## config.mk

```make
export PLATFORM = sky130hd
export DESIGN_NAME = alu_controller
export DESIGN_NICKNAME = d
export VERILOG_FILES = /design/src/rtl/alu_controller.sv
export SDC_FILE = /design/constraint.sdc
export NUM_CORES = 1
export LEC_CHECK = 0
export ABC_AREA = 1
export BUFFER_PORTS_ARGS = -buffer_cell sky130_fd_sc_hd__buf_2
export CORE_ASPECT_RATIO = 1.75
export CORE_MARGIN = 1.5
export CORE_UTILIZATION = 61
export CTS_BUF_LIST = sky130_fd_sc_hd__clkbuf_4
export CTS_CLUSTER_SIZE = 20
export DETAILED_ROUTE_END_ITERATION = 7
export GPL_TIMING_DRIVEN = 1
export PLACE_DENSITY = 0.85
export SYNTH_ARGS = -nofsm -noshare
export SYNTH_HDL_FRONTEND = slang
export SYNTH_SLANG_ARGS = --single-unit
```

## constraint.sdc

```tcl
create_clock -name clock -period 2.3 [get_ports clock]
set_clock_uncertainty 0.15 [all_clocks]
set_input_delay 0.23 -clock clock [delete_from_list [all_inputs] [get_ports clock]]
set_output_delay 0.23 -clock clock [all_outputs]
set_load 0.005 [all_outputs]
```

## src/rtl/alu_controller.sv

```systemverilog
// alu_controller: 16-bit ALU with a one-hot 9-bit operation select.
// Drives a zero-latency combinational result and, one clock later, a
// registered copy of that result together with carry/zero/negative/overflow.
// Optional build macro: ALU_ONEHOT_CHECK_EN
//   defined   - a multi-hot select is rejected: result = 0, registers hold,
//               op_error pulses for one cycle.
//   undefined - a multi-hot select resolves to its lowest set bit;
//               op_error is tied to 0.
// Load rule: there is no handshake. Every rising edge that sees a legal
// (non-zero, resolved) select loads result_q and the flags. Any other edge
// leaves them holding.
module alu_controller #(
   parameter int WIDTH = 16,
   parameter int OPS   = 9
) (
   input  logic             clock,
   input  logic             reset,
   input  logic [WIDTH-1:0] a,
   input  logic [WIDTH-1:0] b,
   input  logic [OPS-1:0]   op_sel,
   output logic [WIDTH-1:0] result,
   output logic [WIDTH-1:0] result_q,
   output logic             carry,
   output logic             zero,
   output logic             negative,
   output logic             overflow,
   output logic             op_error
);

   localparam int OP_AND  = 0;
   localparam int OP_OR   = 1;
   localparam int OP_XOR  = 2;
   localparam int OP_ADD  = 3;
   localparam int OP_SUB  = 4;
   localparam int OP_SHL  = 5;
   localparam int OP_SHR  = 6;
   localparam int OP_NOTA = 7;
   localparam int OP_PASS = 8;

   localparam logic [OPS-1:0] ONE_OP = {{(OPS-1){1'b0}}, 1'b1};

   logic [OPS-1:0] op_eff;
   logic           multi_hot;
   logic [3:0]     shamt;
   logic [WIDTH:0] sum_ext;
   logic [WIDTH:0] diff_ext;
   logic [WIDTH:0] shl_ext;
   logic [WIDTH:0] shr_ext;
   logic           carry_c;
   logic           overflow_c;

   assign shamt    = b[3:0];
   assign sum_ext  = {1'b0, a} + {1'b0, b};
   assign diff_ext = {1'b0, a} - {1'b0, b};
   // Shifting with one spare bit beside the operand captures the last bit
   // shifted out; a zero shift leaves the spare bit 0, so carry is 0.
   assign shl_ext  = {1'b0, a} << shamt;
   assign shr_ext  = {a, 1'b0} >> shamt;

   assign multi_hot = (op_sel & (op_sel - ONE_OP)) != '0;

   // Resolve the raw select into the single operation actually executed.
   always_comb begin
      op_eff = '0;
`ifdef ALU_ONEHOT_CHECK_EN
      op_eff = multi_hot ? '0 : op_sel;
`else
      op_eff = op_sel & (~op_sel + ONE_OP);
`endif
   end

   // Combinational datapath: result plus the flags the next edge will load.
   always_comb begin
      result     = '0;
      carry_c    = 1'b0;
      overflow_c = 1'b0;
      if (op_eff[OP_AND]) begin
         result = a & b;
      end else if (op_eff[OP_OR]) begin
         result = a | b;
      end else if (op_eff[OP_XOR]) begin
         result = a ^ b;
      end else if (op_eff[OP_ADD]) begin
         result     = sum_ext[WIDTH-1:0];
         carry_c    = sum_ext[WIDTH];
         overflow_c = (a[WIDTH-1] == b[WIDTH-1]) &&
                      (sum_ext[WIDTH-1] != a[WIDTH-1]);
      end else if (op_eff[OP_SUB]) begin
         result     = diff_ext[WIDTH-1:0];
         carry_c    = diff_ext[WIDTH];
         overflow_c = (a[WIDTH-1] != b[WIDTH-1]) &&
                      (diff_ext[WIDTH-1] != a[WIDTH-1]);
      end else if (op_eff[OP_SHL]) begin
         result  = shl_ext[WIDTH-1:0];
         carry_c = shl_ext[WIDTH];
      end else if (op_eff[OP_SHR]) begin
         result  = shr_ext[WIDTH:1];
         carry_c = shr_ext[0];
      end else if (op_eff[OP_NOTA]) begin
         result = ~a;
      end else if (op_eff[OP_PASS]) begin
         result = b;
      end
   end

   // Result and status registers: load on a legal op, otherwise hold.
   always_ff @(posedge clock or posedge reset) begin
      if (reset) begin
         result_q <= '0;
         carry    <= 1'b0;
         zero     <= 1'b1;
         negative <= 1'b0;
         overflow <= 1'b0;
      end else if (op_eff != '0) begin
         result_q <= result;
         carry    <= carry_c;
         zero     <= (result == '0);
         negative <= result[WIDTH-1];
         overflow <= overflow_c;
      end
   end

`ifdef ALU_ONEHOT_CHECK_EN
   logic op_error_q;

   // Illegal-select flag: set for exactly the cycle after a multi-hot select.
   always_ff @(posedge clock or posedge reset) begin
      if (reset) begin
         op_error_q <= 1'b0;
      end else begin
         op_error_q <= multi_hot;
      end
   end

   assign op_error = op_error_q;
`else
   assign op_error = 1'b0;
`endif

endmodule

```

==> results.tsv, run 1 <==
stage	metric	value	unit
synth	largest family of logic cells by synthesized area	simple AND/OR/NAND/NOR gates	
synth	Adder-Cell Fraction of Synth Area	12.21	%
synth	Warnings, synthesis	0	
floorplan	I/O Pins	80	
synth	Post-Synth Simple-Gate Area	53.88	%
clocking	H-tree Lvls	1	
synth	Synth Register Bits	19	
grt	largest net degree at the start of global routing	26	
synth	Synth Flop Type	dfrtp_1	
status	first error	[ERROR DPL-0038] Utilization greater than 100%, impossible to legalize	
floorplan	Initial Utilization	62.08	%
floorplan	overall die height	126.9	um
placement	Port Buffers	78	
synth	synthesized cell area	5348	sq um
synth	Post-synth EDFFs	0	
synth	post-synth net total	1072	
synth	top cell type by total area after synthesis	nand2_1	
synth	syn_area_per_cell	5.468	sq um
synth	commonest cells in the netlist	290 x nand2_1, 167 x nand3_1, 110 x inv_1, 101 x nor2_1, 49 x ha_1	
synth	Netlist cell types	47	
placement	HPWL after detailed placement	18.21	mm
clocking	CTS max path bufs	2	
placement	placed standard-cell area	6954	sq um
clocking	Root Buffer	clkbuf_4	
synth	XOR/XNOR Fraction of Synth Area	0.6551	%
floorplan	row cnt	45	
status	Fail Step	global routing	
synth	Synth Instances	978	
sta	GRT worst endpoint	result[14]	
synth	ys async rst share	100.0	%
status	outcome	stopped before the end	
synth	share of the synthesized area in the top cell type	20.36	%
synth	sequential element share of the synthesized area	8.914	%
synth	Synth Area in Compound Gates	10.76	%
synth	post-synthesis mux area share	0	%
sta	worst endpoint type	output port	
synth	most common cell in the netlist	nand2_1	
clocking	CTS Buf Count	3	
synth	Synth area leaders	nand2_1 20%, nand3_1 16%, ha_1 11%	
placement	pre-CTS setup slack	-0.3031	ns
placement	gpl congestion	1.086	
floorplan	Die Width	73.78	um
clocking	CTS sink count	19	
logic make-up after synthesis:
group / after synthesis
AND/OR/NAND/NOR: 640
buffers and inverters: 163
AO/OA/AOI/OAI: 100
adder cells (fa/ha/maj): 51
flip-flops: 19
XOR/XNOR: 4
other: 1
what timing repair did:
action / 4_1_cts
hold buffers: 1
setup buffers: 12
gates cloned: 2
endpoints found under the setup margin: 14
resized for setup: 76
endpoints found under the hold margin: 18
pin swaps: 12
per-stage QoR:
| step | TNS (ns) | cells |
|---|---|---|
| 3_5_place_dp | -2.772 | 1300 |
| 4_1_cts | -0.002286 | 1318 |
| 2_1_floorplan | 0 | 978 |
| 3_3_place_gp | -1.493 | 1300 |
==> inputs of run 2 (changes only) <==
==> config.mk (replaced) <==
export PLATFORM = sky130hd
export DESIGN_NAME = alu_controller
export DESIGN_NICKNAME = d
export VERILOG_FILES = /design/src/rtl/alu_controller.sv
export SDC_FILE = /design/constraint.sdc
export NUM_CORES = 1
export LEC_CHECK = 0
export ABC_AREA = 1
export BUFFER_PORTS_ARGS = -buffer_cell sky130_fd_sc_hd__buf_2
export CORE_MARGIN = 1.5
export CORE_UTILIZATION = 40
export DETAILED_ROUTE_END_ITERATION = 7
export GPL_TIMING_DRIVEN = 1
export PLACE_DENSITY_LB_ADDON = 0.15
export SYNTH_ARGS = -nofsm -noshare
export SYNTH_HDL_FRONTEND = slang
export SYNTH_SLANG_ARGS = --single-unit
==> run 2 against run 1 <==
  * The flow now finishes, with violations (negative setup slack)
  * Synthesized area unchanged
  * Synthesized cell count stayed put
==> results.tsv, run 2 <==
stage	metric	value	unit	change
critical_path	WP data required	1.92	ns	
layout	layout cells sized above 1	42.27	%	
sta	FMAX	429.0	MHz	
placement	Port Buffers	78		unchanged
layout	most common cell after layout, fill and taps aside	nand2_1		
synth	sequential element share of the synthesized area	8.914	%	unchanged
synth	Warnings, synthesis	0		unchanged
layout	n_diodes	0		
grt	first-pass GRT wire length	36.12	mm	
floorplan	Die ar.	14070	sq um	
drt	initial drt markers	573		
sta	Final Max Tran Viols	0		
power_and_ir_drop	Power Density	303.7	nW/um^2	
clocking	CTS tree	done		
synth	commonest cells in the netlist	290 x nand2_1, 167 x nand3_1, 110 x inv_1, 101 x nor2_1, 49 x ha_1		
floorplan	Initial Utilization	40.70	%	-21 points
critical_path	Crit. End Element	primary output		
min_path	worst hold endpoint	overflow		
placement	HPWL after detailed placement	19.07	mm	+4.7%
grt	largest net degree at the start of global routing	30		
floorplan	core area	13140	sq um	
sta	relative slew slack	50.12	%	
synth	post-synth net total	1072		unchanged
min_path	Hold Startpoint	overflow		
sta	worst hold slack	0.3279	ns	
synth	share of the synthesized area in the top cell type	20.36	%	unchanged
placement	pre-CTS setup slack	-0.3231	ns	-0.02003 ns
status	outcome	finished, violations left		
drt	DRC	0		
layout	Area Overhead vs Synth	58.40	%	
drt	DR vias/cell	5.341		
synth	Synth Flop Type	dfrtp_1		
placement	gpl congestion	1.066		-1.8%
layout	most frequent cells in the layout	252 x nand2_1, 204 x buf_4, 147 x nand3_1		
clocking	CTS max path bufs	2		unchanged
sta	Tmin final	2.331	ns	
drt	total number of vias	7574		
layout	fin util	64.48	%	
clocking	CTS Buf Count	3		unchanged
clocking	H-tree Lvls	1		unchanged
grt	initial antenna violation count	0		
sta	RSZ-0062 raised after global routing	true		
grt	number of global-route vias before repair	7092		
critical_path	Worst Path Arrival	1.95	ns	
synth	Post-synth EDFFs	0		unchanged
synth	most common cell in the netlist	nand2_1		
sta	Worst-Margin Slew	0.7474	ns	
synth	syn_area_per_cell	5.468	sq um	unchanged
synth	synthesized cell area	5348	sq um	unchanged
layout	Nets	1337		
drt	DR pass1 iterations	5		
critical_path	Worst R2R Path Depth	2		
critical_path	crit path launch type	primary input		
sta	setup_tns	-0.03247	ns	
synth	Netlist cell types	47		unchanged
clocking	CTS sink count	19		unchanged
floorplan	overall die height	118.6	um	-6.5%
layout	largest register by flop count	result_q		
power_and_ir_drop	leak pwr	4.374	nW	
critical_path	worst flop-to-flop path startpoint	zero		
floorplan	Die Width	118.6	um	+61%
drt	final WL	23.90	mm	
sta	Finish-stage setup viols	2		
critical_path	Worst R2R End	zero		
synth	Synth area leaders	nand2_1 20%, nand3_1 16%, ha_1 11%		
synth	ys async rst share	100.0	%	unchanged
min_path	hold path depth	2		
status	failing checks	negative setup slack		
power_and_ir_drop	Max VDD drop	254.7	uV	
drt	ANT nets after route	0		
layout	max FFs per register	16		
grt	Tot GR Track Use	32.24	%	
floorplan	row cnt	42		-6.7%
sta	fin crit share	101.3	%	
layout	fill cell count	1248		
critical_path	kind of critical path	in2out		
critical_path	R2R Setup Slk	1.39	ns	
sta	fin worst setup slack	-0.03087	ns	
synth	top cell type by total area after synthesis	nand2_1		
grt	grt ovf	0		
critical_path	crit path max fanout	5		
flow_run	Max-Cap Viols	0		
power_and_ir_drop	Total Power	2.573	mW	
synth	Synth Instances	978		unchanged
drt	routed length per instance	16.86	um	
sta	final hold viol count	0		
synth	Synth Register Bits	19		unchanged
clocking	clock latency on the worst-skew pair	0.25	ns	
floorplan	I/O Pins	80		unchanged
clocking	clock slew seen by the registers of the worst setup and hold paths	0.06	ns	
clocking	Root Buffer	clkbuf_16		
min_path	worst min path class	reg2reg		
==> run 2: cell counts after synthesis <==
Identical to the previous run, type by type.
==> run 2: timing repair <==
action / 4_1_cts / 5_1_grt
hold buffers: 1 / 0
gates resized for setup: 53 / 207
pin swaps: 15 / 78
endpoints found under the hold margin: 18 / 0
endpoints found under the setup margin: 15 / 19
setup buffers: 11 / 18
==> run 2: cell type report <==
type	instances	area (sq um)	share of cell area [%]
inverter	121	484.2	5.716
sequential	19	476.7	5.628
multi-input combinational	796	4936	58.27
tap	176	220.2	2.600
timing repair buffer	302	2275	26.85
clock buffer	4	78.83	0.9306
==> run 2: routing by layer <==
| layer | up-vias | track usage (%) | wire length (um) |
|---|---|---|---|
| met3 | 67 | 5.212 | 1777 |
| li1 | 3710 | - | - |
| met2 | 332 | 53.27 | 11070 |
| met1 | 3465 | 41.87 | 9972 |
| met5 | - | 0 | 0 |
| met4 | 0 | 12.80 | 1079 |
==> run 2: kinds of logic (layout without fill, tap and decap cells) <==
logic type                 Yosys count  count (layout)  share of synthesized area [%]
adders and majority gates           51              51                          12.21
DFF                                 19              19                          8.914
and+or+nand+nor                    640             640                          53.88
other                                1               1                        0.07012
xor gates and xnor gates             4               4                         0.6552
buffers and inverters              163             427                          13.50
AOI/OAI and AO/OA                  100             100                          10.76
==> run 2: how the worst max path moves through the flow <==
| stage | start | endpoint | slack, ns | depth (start not counted) |
|---|---|---|---|---|
| final | b[6] | result[7] | -0.03 | 12 |
| after global routing | a[4] | result[9] | -0.06 | 17 |
| after CTS | a[0] | result[6] | -0.03 | 14 |
| after detailed placement | b[0] | zero | -0.32 | 17 |
| after global placement | a[7] | zero | -0.30 | 17 |
| after floorplan | b[2] | zero | 0.02 | 20 |
==> run 2: power breakdown <==
group	switching (mW)	leakage (nW)	internal (mW)
combinational	1.01	4.10	0.812
clock	0.125	0.0382	0.236
sequential	0.0180	0.234	0.369
total	1.16	4.37	1.42
==> run 2: through the flow <==
stage / instances / area, sq um
4_1_cts: 1400 / 7625
3_3_place_gp: 1384 / 7216
3_5_place_dp: 1384 / 7216
2_1_floorplan: 978 / 5369
5_1_grt: 1418 / 8471
6_report: 1418 / 8471
==> run 2: worst max-delay path, cell delays in order <==
cell and delay [ns]:
buf_8 0.09, inv_6 0.03, ha_4 0.26, buf_6 0.13
a21oi_4 0.18, buf_4 0.15, nand3_1 0.11, buf_4 0.17
a21oi_1 0.14, o21ai_1 0.09, nand4_1 0.20, buf_2 0.17
Note: power is estimated with default switching activity, not from simulation.
